==> config.mk <==
export PLATFORM = sky130hd
export DESIGN_NAME = carry_out_stage
export DESIGN_NICKNAME = d
export VERILOG_FILES = /design/src/rtl/carry_out_stage_pkg.sv /design/src/rtl/dsp_reg_ce.sv /design/src/rtl/carry_out_stage.sv
export SDC_FILE = /design/constraint.sdc
export NUM_CORES = 1
export LEC_CHECK = 0
export ABC_AREA = 0
export BUFFER_PORTS_ARGS = -buffer_cell sky130_fd_sc_hd__buf_4
export CAP_MARGIN = 20
export CORE_UTILIZATION = 55
export CTS_CLUSTER_SIZE = 20
export DETAILED_ROUTE_END_ITERATION = 10
export PLACE_DENSITY = 0.85
export SETUP_SLACK_MARGIN = 0.2
export SYNTH_ARGS = -nofsm -noshare
export SYNTH_HDL_FRONTEND = slang
export SYNTH_SLANG_ARGS = --single-unit
==> constraint.sdc <==
create_clock -name CLK -period 8.12 [get_ports CLK]
set_input_delay 0.812 -clock CLK [delete_from_list [all_inputs] [get_ports CLK]]
set_output_delay 0.812 -clock CLK [all_outputs]
set_load 0.05 [all_outputs]
==> src/rtl/carry_out_stage_pkg.sv <==
// Shared definitions for the carry-out stage: default operand width,
// event counter width and the OPMODE7 add/subtract encodings.
package carry_out_stage_pkg;

  localparam int WIDTH_DEFAULT = 48;
  localparam int CNT_WIDTH     = 16;

  typedef enum logic {
    OPM_ADD = 1'b0,
    OPM_SUB = 1'b1
  } opmode7_e;

  // Saturating increment for the carry event counter.
  function automatic logic [CNT_WIDTH-1:0] sat_inc(input logic [CNT_WIDTH-1:0] v);
    logic [CNT_WIDTH-1:0] r;
    if (v == {CNT_WIDTH{1'b1}}) begin
      r = v;
    end else begin
      r = v + {{(CNT_WIDTH-1){1'b0}}, 1'b1};
    end
    return r;
  endfunction

endpackage

==> src/rtl/dsp_reg_ce.sv <==
// One-bit pipeline register with clock enable and asynchronous active-high
// reset. REG=1 selects the registered path; any other value bypasses it.
module dsp_reg_ce #(
  parameter int REG = 1
) (
  input  logic clk,
  input  logic rst,
  input  logic ce,
  input  logic d,
  output logic q
);

  generate
    if (REG == 1) begin : g_reg
      logic q_q;
      logic q_d;

      // Capture d only when enabled, otherwise hold.
      always_comb begin
        if (ce) begin
          q_d = d;
        end else begin
          q_d = q_q;
        end
      end

      // State register, cleared immediately by reset.
      always_ff @(posedge clk or posedge rst) begin
        if (rst) begin
          q_q <= 1'b0;
        end else begin
          q_q <= q_d;
        end
      end

      assign q = q_q;
    end else begin : g_byp
      assign q = d;
    end
  endgenerate

endmodule

==> src/rtl/carry_out_stage.sv <==
// Post-adder carry-out stage: add/subtract of X and Z with carry-in,
// optionally registered carry-out, valid tracking and a sticky carry flag.
// Optional feature: define CARRY_CNT_EN to add a saturating 16-bit
// carry event counter on output carry_count.
module carry_out_stage
  import carry_out_stage_pkg::*;
#(
  parameter int CARRYOUTREG = 1,
  parameter int WIDTH       = WIDTH_DEFAULT
) (
  input  logic             CLK,
  input  logic             RSTCARRYIN,
  input  logic             CECARRYIN,
  input  logic             OPMODE7,
  input  logic [WIDTH-1:0] x_in,
  input  logic [WIDTH-1:0] z_in,
  input  logic             cin,
  input  logic             in_valid,
  input  logic             clr_sticky,
  output logic [WIDTH-1:0] post_sum,
  output logic             CARRYOUT,
  output logic             CARRYOUTF,
  output logic             out_valid,
  output logic             carry_sticky
`ifdef CARRY_CNT_EN
  ,
  output logic [CNT_WIDTH-1:0] carry_count
`endif
);

  // Only an exact 1 selects the registered carry-out; anything else is bypass.
  localparam int REG_SEL = (CARRYOUTREG == 1) ? 1 : 0;

  logic [WIDTH:0] full_s;
  logic           c_s;
  logic           set_s;
  logic           sticky_q;
  logic           sticky_d;

  // Post-adder: the extra top bit is carry on add and borrow on subtract.
  always_comb begin
    if (OPMODE7 == OPM_SUB) begin
      full_s = {1'b0, z_in} - ({1'b0, x_in} + {{WIDTH{1'b0}}, cin});
    end else begin
      full_s = {1'b0, z_in} + {1'b0, x_in} + {{WIDTH{1'b0}}, cin};
    end
  end

  assign c_s      = full_s[WIDTH];
  assign post_sum = full_s[WIDTH-1:0];
  assign set_s    = CECARRYIN & in_valid & c_s;

  dsp_reg_ce #(.REG(REG_SEL)) u_carry_reg (
    .clk (CLK),
    .rst (RSTCARRYIN),
    .ce  (CECARRYIN),
    .d   (c_s),
    .q   (CARRYOUT)
  );

  dsp_reg_ce #(.REG(REG_SEL)) u_valid_reg (
    .clk (CLK),
    .rst (RSTCARRYIN),
    .ce  (CECARRYIN),
    .d   (in_valid),
    .q   (out_valid)
  );

  assign CARRYOUTF = CARRYOUT;

  // Sticky flag: a new carry event wins over a clear on the same edge.
  always_comb begin
    if (set_s) begin
      sticky_d = 1'b1;
    end else if (clr_sticky) begin
      sticky_d = 1'b0;
    end else begin
      sticky_d = sticky_q;
    end
  end

  // Sticky register, cleared immediately by reset.
  always_ff @(posedge CLK or posedge RSTCARRYIN) begin
    if (RSTCARRYIN) begin
      sticky_q <= 1'b0;
    end else begin
      sticky_q <= sticky_d;
    end
  end

  assign carry_sticky = sticky_q;

`ifdef CARRY_CNT_EN
  logic [CNT_WIDTH-1:0] cnt_q;
  logic [CNT_WIDTH-1:0] cnt_d;

  // Counter: an event coinciding with a clear restarts the count at 1.
  always_comb begin
    if (set_s && clr_sticky) begin
      cnt_d = {{(CNT_WIDTH-1){1'b0}}, 1'b1};
    end else if (set_s) begin
      cnt_d = sat_inc(cnt_q);
    end else if (clr_sticky) begin
      cnt_d = {CNT_WIDTH{1'b0}};
    end else begin
      cnt_d = cnt_q;
    end
  end

  // Counter register, cleared immediately by reset.
  always_ff @(posedge CLK or posedge RSTCARRYIN) begin
    if (RSTCARRYIN) begin
      cnt_q <= {CNT_WIDTH{1'b0}};
    end else begin
      cnt_q <= cnt_d;
    end
  end

  assign carry_count = cnt_q;
`endif

endmodule

==> flow_metrics.py, run 1 <==
metrics = {
    "status": {
        "status": "finished clean",
    },
    "synthesis": {
        "synth_top_family_by_area": "compound AO/OA/AOI/OAI gates",
        "synth_nets": 1340,
        "synth-compound-area-share_pct": 32.5,
        "synth_area_leaders": "ha_1, inv_1, xnor2_1, a21oi_1, o21ai_0",
        "ys_types": 67,
        "async_flop_share_pct": 100,
        "synth_edf_count": 0,
        "yosys.area_share.adder_pct": 25.4,
        "synth_xor_area_share_pct": 9.91,
        "synth_ff_type": "dfrtp_1",
        "syn_area_um2": 7250,
        "syn_area_per_cell_um2": 6.64,
        "yosys_warnings": 0,
        "synth_top_area_share_pct": 24.3,
        "synth.area.mux_share_pct": 1.40,
        "synth-seq-cells": 3,
        "synth_top_cell_by_area": "ha_1",
        "postSynthCellCount": 1092,
        "synth-seq-area-share_pct": 1.04,
        "yosys-top-cells-count": "inv_1, ha_1, a21oi_1, nor2_1, nand2_1",
        "synth_most_common_cell": "inv_1",
        "synthSimpleGateAreaFrac_pct": 19.2,
    },
    "floorplan": {
        "die_area_um2": 13600,
        "io_pins": 155,
        "num_rows": 41,
        "die_h_um": 117,
        "die_w_um": 117,
        "initial_core_util_pct": 57.0,
        "coreArea_um2": 12700,
    },
    "drt": {
        "drc_errors": 0,
        "wl_um": 21100,
        "vias_per_cell": 5.97,
        "wire_per_inst_um": 15.1,
        "drt_pass1_iterations": 5,
        "vias": 8312,
        "dr.first_iter.drc_count": 644,
        "postRouteAntennaNets": 0,
    },
    "clock_tree": {
        "clock_sinks": 3,
        "cts-buffers-inserted": 3,
        "cts.reportedPaths.clkPinSlew_ps": 30,
        "cts_tree": "built",
        "post-cts-setup-buffers": 0,
        "clockRootBuffer": "clkbuf_16",
        "cts_buffer_depth": 2,
        "hold_buffers": 0,
        "postCtsResizedCells": 0,
        "cts_max_level": 1,
        "worstSkewPairLatency_ps": 230,
    },
    "timing": {
        "fin_tns_setup_ps": 0,
        "setup_viol": 0,
        "fin_skew_ps": 0,
        "timing.final.ws_setup_ps": 2270,
        "max_freq_mhz": 171,
        "tightest_slew_ps": 820,
        "min_period_ps": 5850,
        "hold_viol": 0,
        "grt_setup_unrepaired": "no",
        "report.final.slew_viol_count": 0,
        "slew_headroom_pct": 44.8,
        "fin_crit_sh_pct": 72.1,
    },
    "critical_path": {
        "reg2reg_depth": 2,
        "r2r-start": "u_carry_reg.q",
        "start_kind": "primary input",
        "worstPathRequired_ps": 7310,
        "worst_ep_arrival_time_ps": 5040,
        "cp_max_fo": 4,
        "critPathKind": "in2out",
        "reg2reg_to": "u_carry_reg.q",
        "ff2ff_setup_slack_ps": 7420,
        "cp-end-kind": "primary output",
    },
    "hold_path": {
        "min_path_type": "in2async",
    },
    "pwr": {
        "p_per_area_nw_per_um2": 142,
        "p_leak_nw": 4.27,
        "ir_drop_uv": 94.0,
    },
    "cells_and_area": {
        "filler_cell_count": 1163,
        "areaGrowthSynthToFinish_pct": 18.5,
        "drive_gt1_share_pct": 14.3,
        "layout.nets": 1470,
        "diodes": 0,
    },
    "place": {
        "place_congestion": 0.979,
        "place_ws_ps": 2270,
        "place_hpwl_um": 17500,
        "numPortBuffers": 154,
    },
    "grt": {
        "grt_pass1_wl_um": 33600,
        "antenna_found_initial": 0,
        "grt_util_all_layers_pct": 30.2,
        "grt_pass1_vias": 7473,
        "grt_max_degree": 62,
        "gr-total-overflow": 0,
    },
    "run": {
        "drv_cap": 0,
    },
}
## cell families (layout without fill, tap and decap cells)
kind of cell,after synthesis,count (layout)
and+or+nand+nor,286,286
adders and majority gates,145,145
xor gates and xnor gates,82,82
muxes,10,10
DFF,3,3
AOI/OAI and AO/OA,363,363
buffers and inverters,203,332
## final cells by class
| class | count | area [µm²] | share of cell area, % |
|---|---|---|---|
| Sequential cell | 3 | 75.1 | 0.874 |
| Multi-Input combinational cell | 886 | 6400 | 74.6 |
| Timing Repair Buffer | 155 | 1160 | 13.6 |
| Clock buffer | 4 | 78.8 | 0.918 |
| Inverter | 173 | 649 | 7.56 |
| Tap cell | 172 | 215 | 2.51 |
## critical path: stages
cell and delay [ps]:
buf_4 90, inv_1 50, fa_1 600, inv_1 60
ha_1 180, or2_2 300, fa_1 380, nand2b_1 170
a2111oi_0 560, o21ba_2 270, o21a_1 190, o31a_1 270
o41ai_4 140, a211oi_2 410, or4_1 170, o2111a_1 180
buf_4 200
## metal layers
metal	share of wire (%)	track usage, %	vias to the layer above
li1	-	-	4135
met1	43	39.4	3746
met2	46	53.0	392
met3	8.2	1.96	39
met4	2.4	9.70	0
met5	0	0	-
## stage by stage
stage                     instance area (µm²)  hold WS (ps)  cells  power, mW  util [%]
after floorplan                          7250           566   1092      0.835         -
after global placement                   8510           503   1389       1.11      66.9
after detailed placement                 8510           517   1389       1.12      66.9
after CTS                                8590           460   1393       1.21      67.5
after global routing                     8590           465   1393       1.32      67.5
final                                    8590           458   1393       1.22      67.5
## worst max path at each step
stage,start,to,slack (ps),depth (start not counted)
after global placement,x_in[0],post_sum[42],2390,17
after global routing,x_in[0],post_sum[42],1880,17
after CTS,x_in[0],post_sum[42],2260,17
after detailed placement,x_in[0],post_sum[42],2270,17
final,x_in[0],post_sum[42],2270,17
after floorplan,x_in[0],post_sum[22],2330,15
## flip-flops by register name (all words and copies together) (netlist names)
name           count
carry_sticky       1
u_carry_reg.q      1
u_valid_reg.q      1
## report_power, final
part	total [mW]	switching [mW]	internal, mW	leakage [nW]
registers	0.0185	0.00147	0.0170	0.0369
logic	1.12	0.719	0.406	4.20
clock network	0.0802	0.0152	0.0649	0.0382
total	1.22	0.736	0.488	4.27
## placed cells by master (no fill, tap or decap), types with 9 or more instances in the layout
master	synthesis	layout
o21a_1	11	11
nor2b_1	12	12
o211ai_1	12	12
nand4_1	20	20
o21ai_0	71	71
a31oi_1	9	9
a21o_1	32	32
xnor2_1	66	66
inv_1	173	173
xor2_1	16	16
ha_1	141	141
nand2_1	74	74
a21oi_1	110	110
nor2_1	82	82
mux2i_1	9	9
nand2b_1	9	9
buf_4	1	155
nor3_1	13	13
nor4_1	18	18
o21bai_1	24	24
nand3_1	17	17
o31ai_1	17	17
Power figures use the tool's default switching activity.
==> run 2: changes to the inputs <==
clock period = 6 ns   (was 8.12 ns; I/O delays follow)
==> run 2 against run 1 <==
Net effect: final area hardly changed; cell count hardly changed; highest routed layer unchanged; power is 35% higher; setup slack worse by 1700 ps; clock skew stayed put; flip-flop and latch count stayed put; sequential share of layout area hardly changed; critical path type unchanged; worst hold slack worse by 220 ps; sequential power is 36% higher.
==> flow_metrics.py, run 2 (same netlist as run 1, synthesis figures left out) <==
metrics = {
    "floorplan": {
        "initial_core_util_pct": 57.0,
        "num_rows": 41,
        "die_w_um": 117,
        "die_h_um": 117,
        "io_pins": 155,
        "coreArea_um2": 12700,
        "die_area_um2": 13600,
    },
    "clock_tree": {
        "hold_buffers": 0,
        "cts_buffer_depth": 2,
        "clock_sinks": 3,
        "cts-buffers-inserted": 3,
        "post-cts-setup-buffers": 0,
        "postCtsResizedCells": 0,
        "cts_max_level": 1,
        "clockRootBuffer": "clkbuf_16",
        "cts_tree": "built",
        "cts.reportedPaths.clkPinSlew_ps": 30,
        "worstSkewPairLatency_ps": 230,
    },
    "grt": {
        "gr-total-overflow": 0,
        "grt_pass1_wl_um": 34300,
        "grt_util_all_layers_pct": 30.8,
        "grt_pass1_vias": 7525,
        "antenna_found_initial": 0,
        "grt_max_degree": 62,
    },
    "timing": {
        "timing.final.ws_setup_ps": 561,
        "fin_crit_sh_pct": 90.7,
        "grt_setup_unrepaired": "no",
        "fin_skew_ps": 0,
        "min_period_ps": 5440,
        "fin_tns_setup_ps": 0,
        "max_freq_mhz": 184,
        "tightest_slew_ps": 861,
        "report.final.slew_viol_count": 0,
        "setup_viol": 0,
        "hold_viol": 0,
        "slew_headroom_pct": 42.1,
    },
    "drt": {
        "vias_per_cell": 5.97,
        "wire_per_inst_um": 15.2,
        "vias": 8318,
        "postRouteAntennaNets": 0,
        "wl_um": 21100,
        "drt_pass1_iterations": 5,
        "drc_errors": 0,
        "dr.first_iter.drc_count": 647,
    },
    "critical_path": {
        "worstPathRequired_ps": 5400,
        "r2r-start": "u_carry_reg.q",
        "cp_max_fo": 4,
        "worst_ep_arrival_time_ps": 4840,
        "crit_path_start": "x_in[0]",
        "cp-end-kind": "primary output",
        "ff2ff_setup_slack_ps": 5310,
        "reg2reg_depth": 2,
        "critPathKind": "in2out",
        "start_kind": "primary input",
        "reg2reg_to": "u_carry_reg.q",
    },
    "pwr": {
        "ir_drop_uv": 134,
        "p_leak_nw": 4.28,
        "power_mw": 1.66,
        "p_per_area_nw_per_um2": 193,
    },
    "cells_and_area": {
        "areaGrowthSynthToFinish_pct": 18.6,
        "diodes": 0,
        "drive_gt1_share_pct": 14.3,
        "filler_cell_count": 1150,
        "layout.nets": 1471,
        "post-route-util_pct": 67.6,
        "final_common_cell": "inv_1",
        "fin_area_um2": 8590,
        "final_cell_mix": "inv_1, buf_4, ha_1, a21oi_1, nor2_1",
    },
    "place": {
        "placed_cell_area_um2": 8520,
        "place_congestion": 0.988,
        "numPortBuffers": 154,
        "place_ws_ps": 575,
        "place_hpwl_um": 17800,
    },
    "status": {
        "status": "finished clean",
    },
    "hold_path": {
        "min_path_type": "in2async",
    },
    "run": {
        "drv_cap": 0,
    },
}
-- run 2: worst max-delay path by stage --
stage                         endpoint  slack [ps]  cells past startpoint
final                     post_sum[42]         560                     17
after global routing      post_sum[42]         260                     17
after CTS                 post_sum[42]         560                     17
after detailed placement  post_sum[42]         570                     17
after global placement    post_sum[42]         690                     17
after floorplan           post_sum[22]         640                     15
-- run 2: cell type report --
type	count	area [µm²]	share of cell area, %
repair buffers	156	1170	13.6
clock buffers	4	78.8	0.917
flip-flops and latches	3	75.1	0.873
well taps	172	215	2.50
inverters	173	649	7.56
multi-input cells	886	6400	74.5
-- run 2: worst max-delay path, cell delays in order --
cell	delay, ps
buf_4	90
inv_1	50
fa_1	600
inv_1	60
ha_1	180
or2_2	310
fa_1	380
nand2b_1	170
a2111oi_0	560
o21ba_2	270
o21a_1	190
o31a_1	280
o41ai_4	140
a211oi_2	400
or4_1	170
o2111a_1	180
buf_4	200
-- run 2: metal layers --
layer  up-vias  part of all wire [%]  global-route usage, %
li1       4128                     -                      -
met1      3794                    44                   40.2
met2       353                    47                   54.0
met3        43                   6.8                   1.91
met4         0                   2.7                   9.96
met5         -                     0                      0
-- run 2: per-stage QoR --
| step | cells | hold slack (ps) |
|---|---|---|
| final | 1394 | 239 |
| after global routing | 1394 | 247 |
| after CTS | 1394 | 242 |
| after detailed placement | 1390 | 482 |
| after global placement | 1390 | 477 |
| after floorplan | 1092 | 354 |
-- run 2: power breakdown --
| part | switching (mW) | internal (mW) |
|---|---|---|
| clock | 0.0221 | 0.0880 |
| sequential | 0.00207 | 0.0230 |
| combinational | 0.972 | 0.549 |
